[config.mk]
export PLATFORM = sky130hd
export DESIGN_NAME = demux_1_to_8_buf
export DESIGN_NICKNAME = d
export VERILOG_FILES = /design/src/rtl/demux_1_to_8_buf.sv
export SDC_FILE = /design/constraint.sdc
export NUM_CORES = 1
export LEC_CHECK = 0
export ABC_AREA = 1
export BUFFER_PORTS_ARGS = -buffer_cell sky130_fd_sc_hd__buf_2
export CAP_MARGIN = 10
export CORE_UTILIZATION = 40
export CTS_CLUSTER_SIZE = 12
export DETAILED_ROUTE_END_ITERATION = 8
export PLACE_DENSITY = 0.67
export SLEW_MARGIN = 20
export SYNTH_ARGS = -nofsm -noshare
export SYNTH_HDL_FRONTEND = slang
export SYNTH_SLANG_ARGS = --single-unit
[constraint.sdc]
create_clock -name clk -period 5.1 [get_ports clk]
set_input_delay 0.51 -clock clk [delete_from_list [all_inputs] [get_ports clk]]
set_output_delay 0.51 -clock clk [all_outputs]
set_load 0.01 [all_outputs]
[src/rtl/demux_1_to_8_buf.sv]
// 1-to-8 demultiplexer with a one-deep holding register per output channel.
// Destination is in_sel or an internal round-robin pointer; transfers use valid/ready handshakes.
module demux_1_to_8_buf #(
   parameter int DATA_W = 8
) (
   input  logic                  clk,
   input  logic                  rst_n,
   input  logic [DATA_W-1:0]     in_data,
   input  logic [2:0]            in_sel,
   input  logic                  auto_mode,
   input  logic                  in_valid,
   output logic                  in_ready,
   output logic [8*DATA_W-1:0]   out_data,
   output logic [7:0]            out_valid,
   input  logic [7:0]            out_ready,
   output logic [2:0]            rr_ptr,
   output logic [15:0]           acc_count
);

   logic [7:0][DATA_W-1:0] data_q, data_d;
   logic [7:0]             valid_q, valid_d;
   logic [2:0]             rr_ptr_q, rr_ptr_d;
   logic [15:0]            acc_count_q, acc_count_d;

   logic [2:0]             dst;
   logic                   in_xfer;

   // A full channel can still accept when its consumer drains it at the same edge.
   assign dst      = auto_mode ? rr_ptr_q : in_sel;
   assign in_ready = !valid_q[dst] || out_ready[dst];
   assign in_xfer  = in_valid && in_ready;

   // NOTE: every always_comb output gets a default first so no path infers a latch;
   // combinational logic uses blocking '=' so later lines see earlier updates.
   always_comb begin
      valid_d     = valid_q & ~out_ready;
      data_d      = data_q;
      rr_ptr_d    = rr_ptr_q;
      acc_count_d = acc_count_q;
      if (in_xfer) begin
         valid_d[dst] = 1'b1;
         data_d[dst]  = in_data;
         if (auto_mode) begin
            rr_ptr_d = rr_ptr_q + 3'd1;
         end
         if (acc_count_q != 16'hFFFF) begin
            acc_count_d = acc_count_q + 16'd1;
         end
      end
   end

   // NOTE: sequential state uses non-blocking '<=' so all flops update together at the edge.
   // NOTE: the lane registers are reset too, since out_data must read zero while rst_n is low.
   always_ff @(posedge clk or negedge rst_n) begin
      if (!rst_n) begin
         data_q      <= '0;
         valid_q     <= '0;
         rr_ptr_q    <= '0;
         acc_count_q <= '0;
      end else begin
         data_q      <= data_d;
         valid_q     <= valid_d;
         rr_ptr_q    <= rr_ptr_d;
         acc_count_q <= acc_count_d;
      end
   end

   assign out_data  = data_q;
   assign out_valid = valid_q;
   assign rr_ptr    = rr_ptr_q;
   assign acc_count = acc_count_q;

endmodule

Yosys cells after proc, flatten, opt, wreduce, memory -nomap -nowiden
Index checks and enable logic that the tools add are counted.
{"block": "totals", "reg_bits": 91, "out_inout_bits": 92, "word_cells": 36}
{"block": "classes", "n_addsub": 2, "order_cmp": 2, "n_eq_ne": 1, "mux": 11, "bitwise_logic": 3, "reduce_logical": 6}
{"cell": "64-bit bitwise mux", "n": 1}
{"cell": "8-bit demux with 3-bit select", "n": 1}
{"cell": "16-bit by 1-bit adder with 16-bit output, second input constant", "n": 1}
{"cell": "8-bit two-way mux", "n": 2}
{"cell": "16-bit inequality test, second input constant", "n": 1}
{"cell": "8-bit bitwise AND", "n": 1}
{"cell": "8-bit NOT", "n": 1}
{"cell": "8-bit OR", "n": 1}
{"cell": "1-bit binary-select mux with 3-bit select", "n": 2}
{"cell": "3-bit by 4-bit < comparator with 1-bit output, second input constant", "n": 1}
{"cell": "2-bit AND reduction", "n": 2}
{"cell": "3-bit by 1-bit adder with 3-bit output, second input constant", "n": 1}
{"cell": "1-bit demux with 3-bit select", "n": 1}
{"cell": "3-bit by 1-bit >= comparator with 1-bit output, second input constant", "n": 1}
{"cell": "1-bit two-way mux", "n": 3}
{"cell": "3-bit two-way mux", "n": 1}
{"cell": "1-bit logical AND", "n": 2}
{"cell": "1-bit zero test", "n": 1}
{"cell": "1-bit logical OR", "n": 1}

Longest topological paths before layout
{"block": "depth", "ltp_word": 7, "depth_mapped": 14, "ltp_nobuf": 12}

Worst setup path before layout
Ideal clock, no wire load.
{"block": "synth_path", "path_kind": "input-to-output", "startpoint": "input port auto_mode", "endpoint": "output port in_ready", "arrival_time_ps": 1502, "t_required_ps": 4590, "setup_slack_ps": 3088, "path_stages": 11, "path_buffers": 3, "cell_sequence": "buf_4 > nand2_1 > nand2_1 > buf_4 > nand2_1 > nand3_1 > nand2_1 > clkinv_1 > nand2_1 > nand2_2 > buf_2"}
{"block": "synth_between", "elab_chain_len": 5}
{"item": "start: declaration", "line_no": "10", "rtl": "input logic auto_mode,"}
{"item": "3-bit two-way mux (*)", "line_no": "29", "rtl": "assign dst = auto_mode ? rr_ptr_q : in_sel;"}
{"item": "1-bit binary-select mux with 3-bit select", "line_no": "30", "rtl": "assign in_ready = !valid_q[dst] || out_ready[dst];"}
{"item": "1-bit two-way mux (not written as such)", "line_no": "30"}
{"item": "1-bit zero test", "line_no": "30"}
{"item": "1-bit logical OR (*)", "line_no": "30"}
{"item": "end: declaration", "line_no": "12", "rtl": "output logic in_ready,"}
Mark *: on every way between the ends. The rest lies on a longest branch, timed or not. The select of a mux whose other input is x is not followed.

Worst setup path in the final report
{"block": "layout_path", "startpoint": "register rr_ptr_q[0], in the netlist rr_ptr[0]", "endpoint": "output port in_ready"}
{"block": "layout_between", "elab_chain_len": 5}
{"item": "start: declaration", "line_no": "22", "rtl": "logic [2:0] rr_ptr_q, rr_ptr_d;"}
{"item": "start signal: assignment", "line_no": "63", "rtl": "rr_ptr_q <= rr_ptr_d;"}
{"item": "3-bit two-way mux (*)", "line_no": "29"}
{"item": "1-bit binary-select mux with 3-bit select", "line_no": "30"}
{"item": "1-bit two-way mux (not written as such)", "line_no": "30"}
{"item": "1-bit zero test", "line_no": "30"}
{"item": "1-bit logical OR (*)", "line_no": "30"}
Marked as above.

==> summary.md <==
| Metric | Value |
|---|---|
| Status | `finished, final reports clean` |
| Vias | `4,124` |
| Non-filler cells, final | `790` |
| Synth area leader | `dfrtp_1` |
| CTS Hold Bufs | `0` |
| Initial Util | `41.4%` |
| Clk buf depth | `2` |
| Worst path cell trace | `inv_1 > nand2_1 > nand2_1 > nand2_1 > nand3_1 > nand2_1 > clkinv_1 > nand2_1 > nand2_2 > buf_4 > buf_2` |
| DR pass1 iterations | `6` |
| Top-level I/O count | `115` |
| Setup Crit Path Kind | `reg2out` |
| Largest net degree at the start of global routing | `64` |
| Synthesized instance count | `549` |
| RSZ-0062 raised after global routing | `no` |
| Antenna cells | `0` |
| Fin. Hold Viols | `0` |
| Number of synthesized flops with an enable pin | `0` |
| Pre-CTS WS | `1.91 ns` |
| Post-synthesis register bit count | `91` |
| Setup Fix Bufs, Post-CTS | `0` |
| Largest family of logic cells by synthesized area | `simple AND/OR/NAND/NOR gates` |
| Clk pwr share | `21.0%` |
| CP Capture Type | `primary output` |
| Min Tclk post-route | `3.26 ns` |
| Setup ws final | `1.84 ns` |
| Post-Synth Adder-Cell Area | `0.552%` |
| Multiplexer share of the synthesized area | `0%` |
| Most frequent cells in the layout | `219 x nand2_1, 113 x buf_2, 91 x dfrtp_1` |
| Levels on crit path | `11` |
| Fillers | `1,078` |
| Vias in the first global route | `3,870` |
| Sw Pwr | `1.21 mW` |
| Tcrit/Tclk final | `63.9%` |
| GRT overflow | `0` |
| Final core occ | `49.0%` |
| CP peak stage delay | `0.54 ns` |
| Syn Area/Cell | `8.25 µm²` |
| Slew Limit Fails | `0` |
| Initial antenna violation count | `0` |
| Mapped cell area | `0.00453 mm²` |
| Min Hold Slack | `0.0928 ns` |
| Seq/Total Area, Yosys | `50.3%` |
| Critical Path AT | `2.75 ns` |
| Most used DFF post-synth | `dfrtp_1` |
| Post-Synthesis Net Count | `574` |
| Post-Synth XOR/XNOR Area | `2.71%` |
| CP Max Fanout | `36` |
| Die width | `108 µm` |
| HPWL Detailed | `8550 µm` |
| CTS clk-pin slew, worst paths | `0.06 ns` |
| Crit path buf inv count | `4` |
| Req. time, crit path | `4.59 ns` |
| Leakage | `2.97 nW` |
| Core Region | `0.0109 mm²` |
| R2R cell count | `13` |
| Library cells used by synthesis | `25` |
| HP Class | `in2async` |
| Synth top area share | `50.3%` |
| WL final | `12,400 µm` |
| Most frequent cell on the critical path | `nand2_1` |
| Post_cts resized | `0` |
| Port Buffers | `114` |
| Antenna viol nets, final | `0` |
| Syn. warnings | `0` |
| Total negative slack | `0 ns` |
| DIE HEIGHT | `108 µm` |
| Nets | `671` |
| Sink Count | `91` |
| Comb power frac | `38.0%` |
| CTS H-tree lvls | `3` |
| Layout cell share with drive strength beyond 1 | `22.6%` |
| Internal | `1.74 mW` |
| Total die area | `0.0118 mm²` |
| Worst slew pin tran | `0.797 ns` |
| Register share of total power | `40.9%` |
| Commonest non-fill, non-tap cell in the layout | `nand2_1` |
| Placed Instances | `775` |
| Max cap viols | `0` |
| Layout area overhead | `18.3%` |
| Fraction of registers with async set/reset | `100%` |
| Compound-cell area share of the yosys netlist | `0.994%` |
| Fmax | `307 MHz` |
| Max VDD drop | `0.255 mV` |
| First-pass GRT wire length | `20,000 µm` |
| Simple-Gate Fraction of Synth Area | `37.2%` |
| Total GRT Usage | `21.9%` |
| CP delay by family, top | `simple AND/OR/NAND/NOR gates` |
| Power per cell area | `551 mW/mm²` |
| Drt drc | `0` |
| Final setup fails | `0` |
| Rel. slew slack | `46.8%` |
| Site Rows | `38` |
| Post-DR wirelength/cell | `15.7 µm` |
| Initial DRC Count | `276` |
| Critical path's slowest cell | `nand2_2` |
| Num CTS Buffers | `9` |
| Sw Ratio | `41.0%` |
| Clock Latency Late Sink | `0.34 ns` |
| Setup crit start kind | `register` |
| CTS root buf | `clkbuf_16` |
| CTS tree | `built` |
| GP Congestion | `0.844` |
| Largest cells by area after synthesis | `dfrtp_1 50%, nand2_1 18%, nand4_1 12%` |
| Post-DR vias/cell | `5.22` |
| Clock Skews | `0.00801 ns` |
## registers in the layout (all words and copies together), names as in the netlist
register   cells
rr_ptr         3
acc_count     16
out_data      64
out_valid      8
## power groups by stage
stage               registers (mW)  clock network [mW]  logic [mW]
detailed placement            1.22                   0        1.13
finish                        1.21               0.621        1.12
floorplan                     1.33                   0       0.594
global placement              1.21                   0        1.10
global route                  1.25               0.660        1.27
CTS                           1.21               0.629        1.14
## area by class of cell
cell class | count | area, µm² | area share, %
multi-input cells | 384 | 1880 | 35.0
repair buffers | 119 | 611 | 11.4
clock inverters | 5 | 38.8 | 0.724
clock buffers | 10 | 229 | 4.27
flip-flops and latches | 91 | 2280 | 42.5
inverters | 41 | 154 | 2.87
well taps | 140 | 175 | 3.27
## path summary, 6_finish.rpt
check / slack, ns / startpoint / to
max: 1.84 / rr_ptr[0] / in_ready
min: 0.09 / rst_n / out_valid[4]
max reg2reg: 2.28 / rr_ptr[0] / out_data[47]
min reg2reg: 0.47 / out_data[23] / out_data[23]
max in group asynchronous: 3.88 / rst_n / out_data[0]
min in group clk: 0.37 / out_ready[0] / out_valid[0]
## cells in the mapped netlist (3+ instances only)
cell and n:
buf_6 8, xor2_1 12, dfrtp_1 91, buf_1 4, clkbuf_2 8, clkbuf_1 6
nand2_1 219, nor3_1 3, inv_1 39, o21ai_0 9, nor2_1 23, buf_4 4
nand4_1 85, nand3_1 15, nand3_2 8
## routing by layer
| layer | share of wire, % | vias to the layer above | GRT usage (%) | routed length [µm] |
|---|---|---|---|---|
| met1 | 46 | 1980 | 31.1 | 5700 |
| met2 | 47 | 137 | 33.7 | 5840 |
| met4 | 1.0 | 0 | 6.08 | 125 |
| li1 | - | 1999 | - | - |
| met3 | 6.1 | 8 | 4.58 | 754 |
| met5 | 0 | - | 0 | 0 |
## kinds of logic after synthesis
kind of cell | count (synthesis)
AND/OR/NAND/NOR | 359
flip-flops | 91
buffers and inverters | 74
XOR/XNOR | 14
AO/OA/AOI/OAI | 9
adder cells (fa/ha/maj) | 2
## through the flow
stage               cell area [µm²]  power, mW
floorplan                      4530       1.92
global placement               5090       2.31
detailed placement             5090       2.35
CTS                            5360       2.97
global route                   5360       3.17
finish                         5360       2.95
Power figures use the tool's default switching activity.
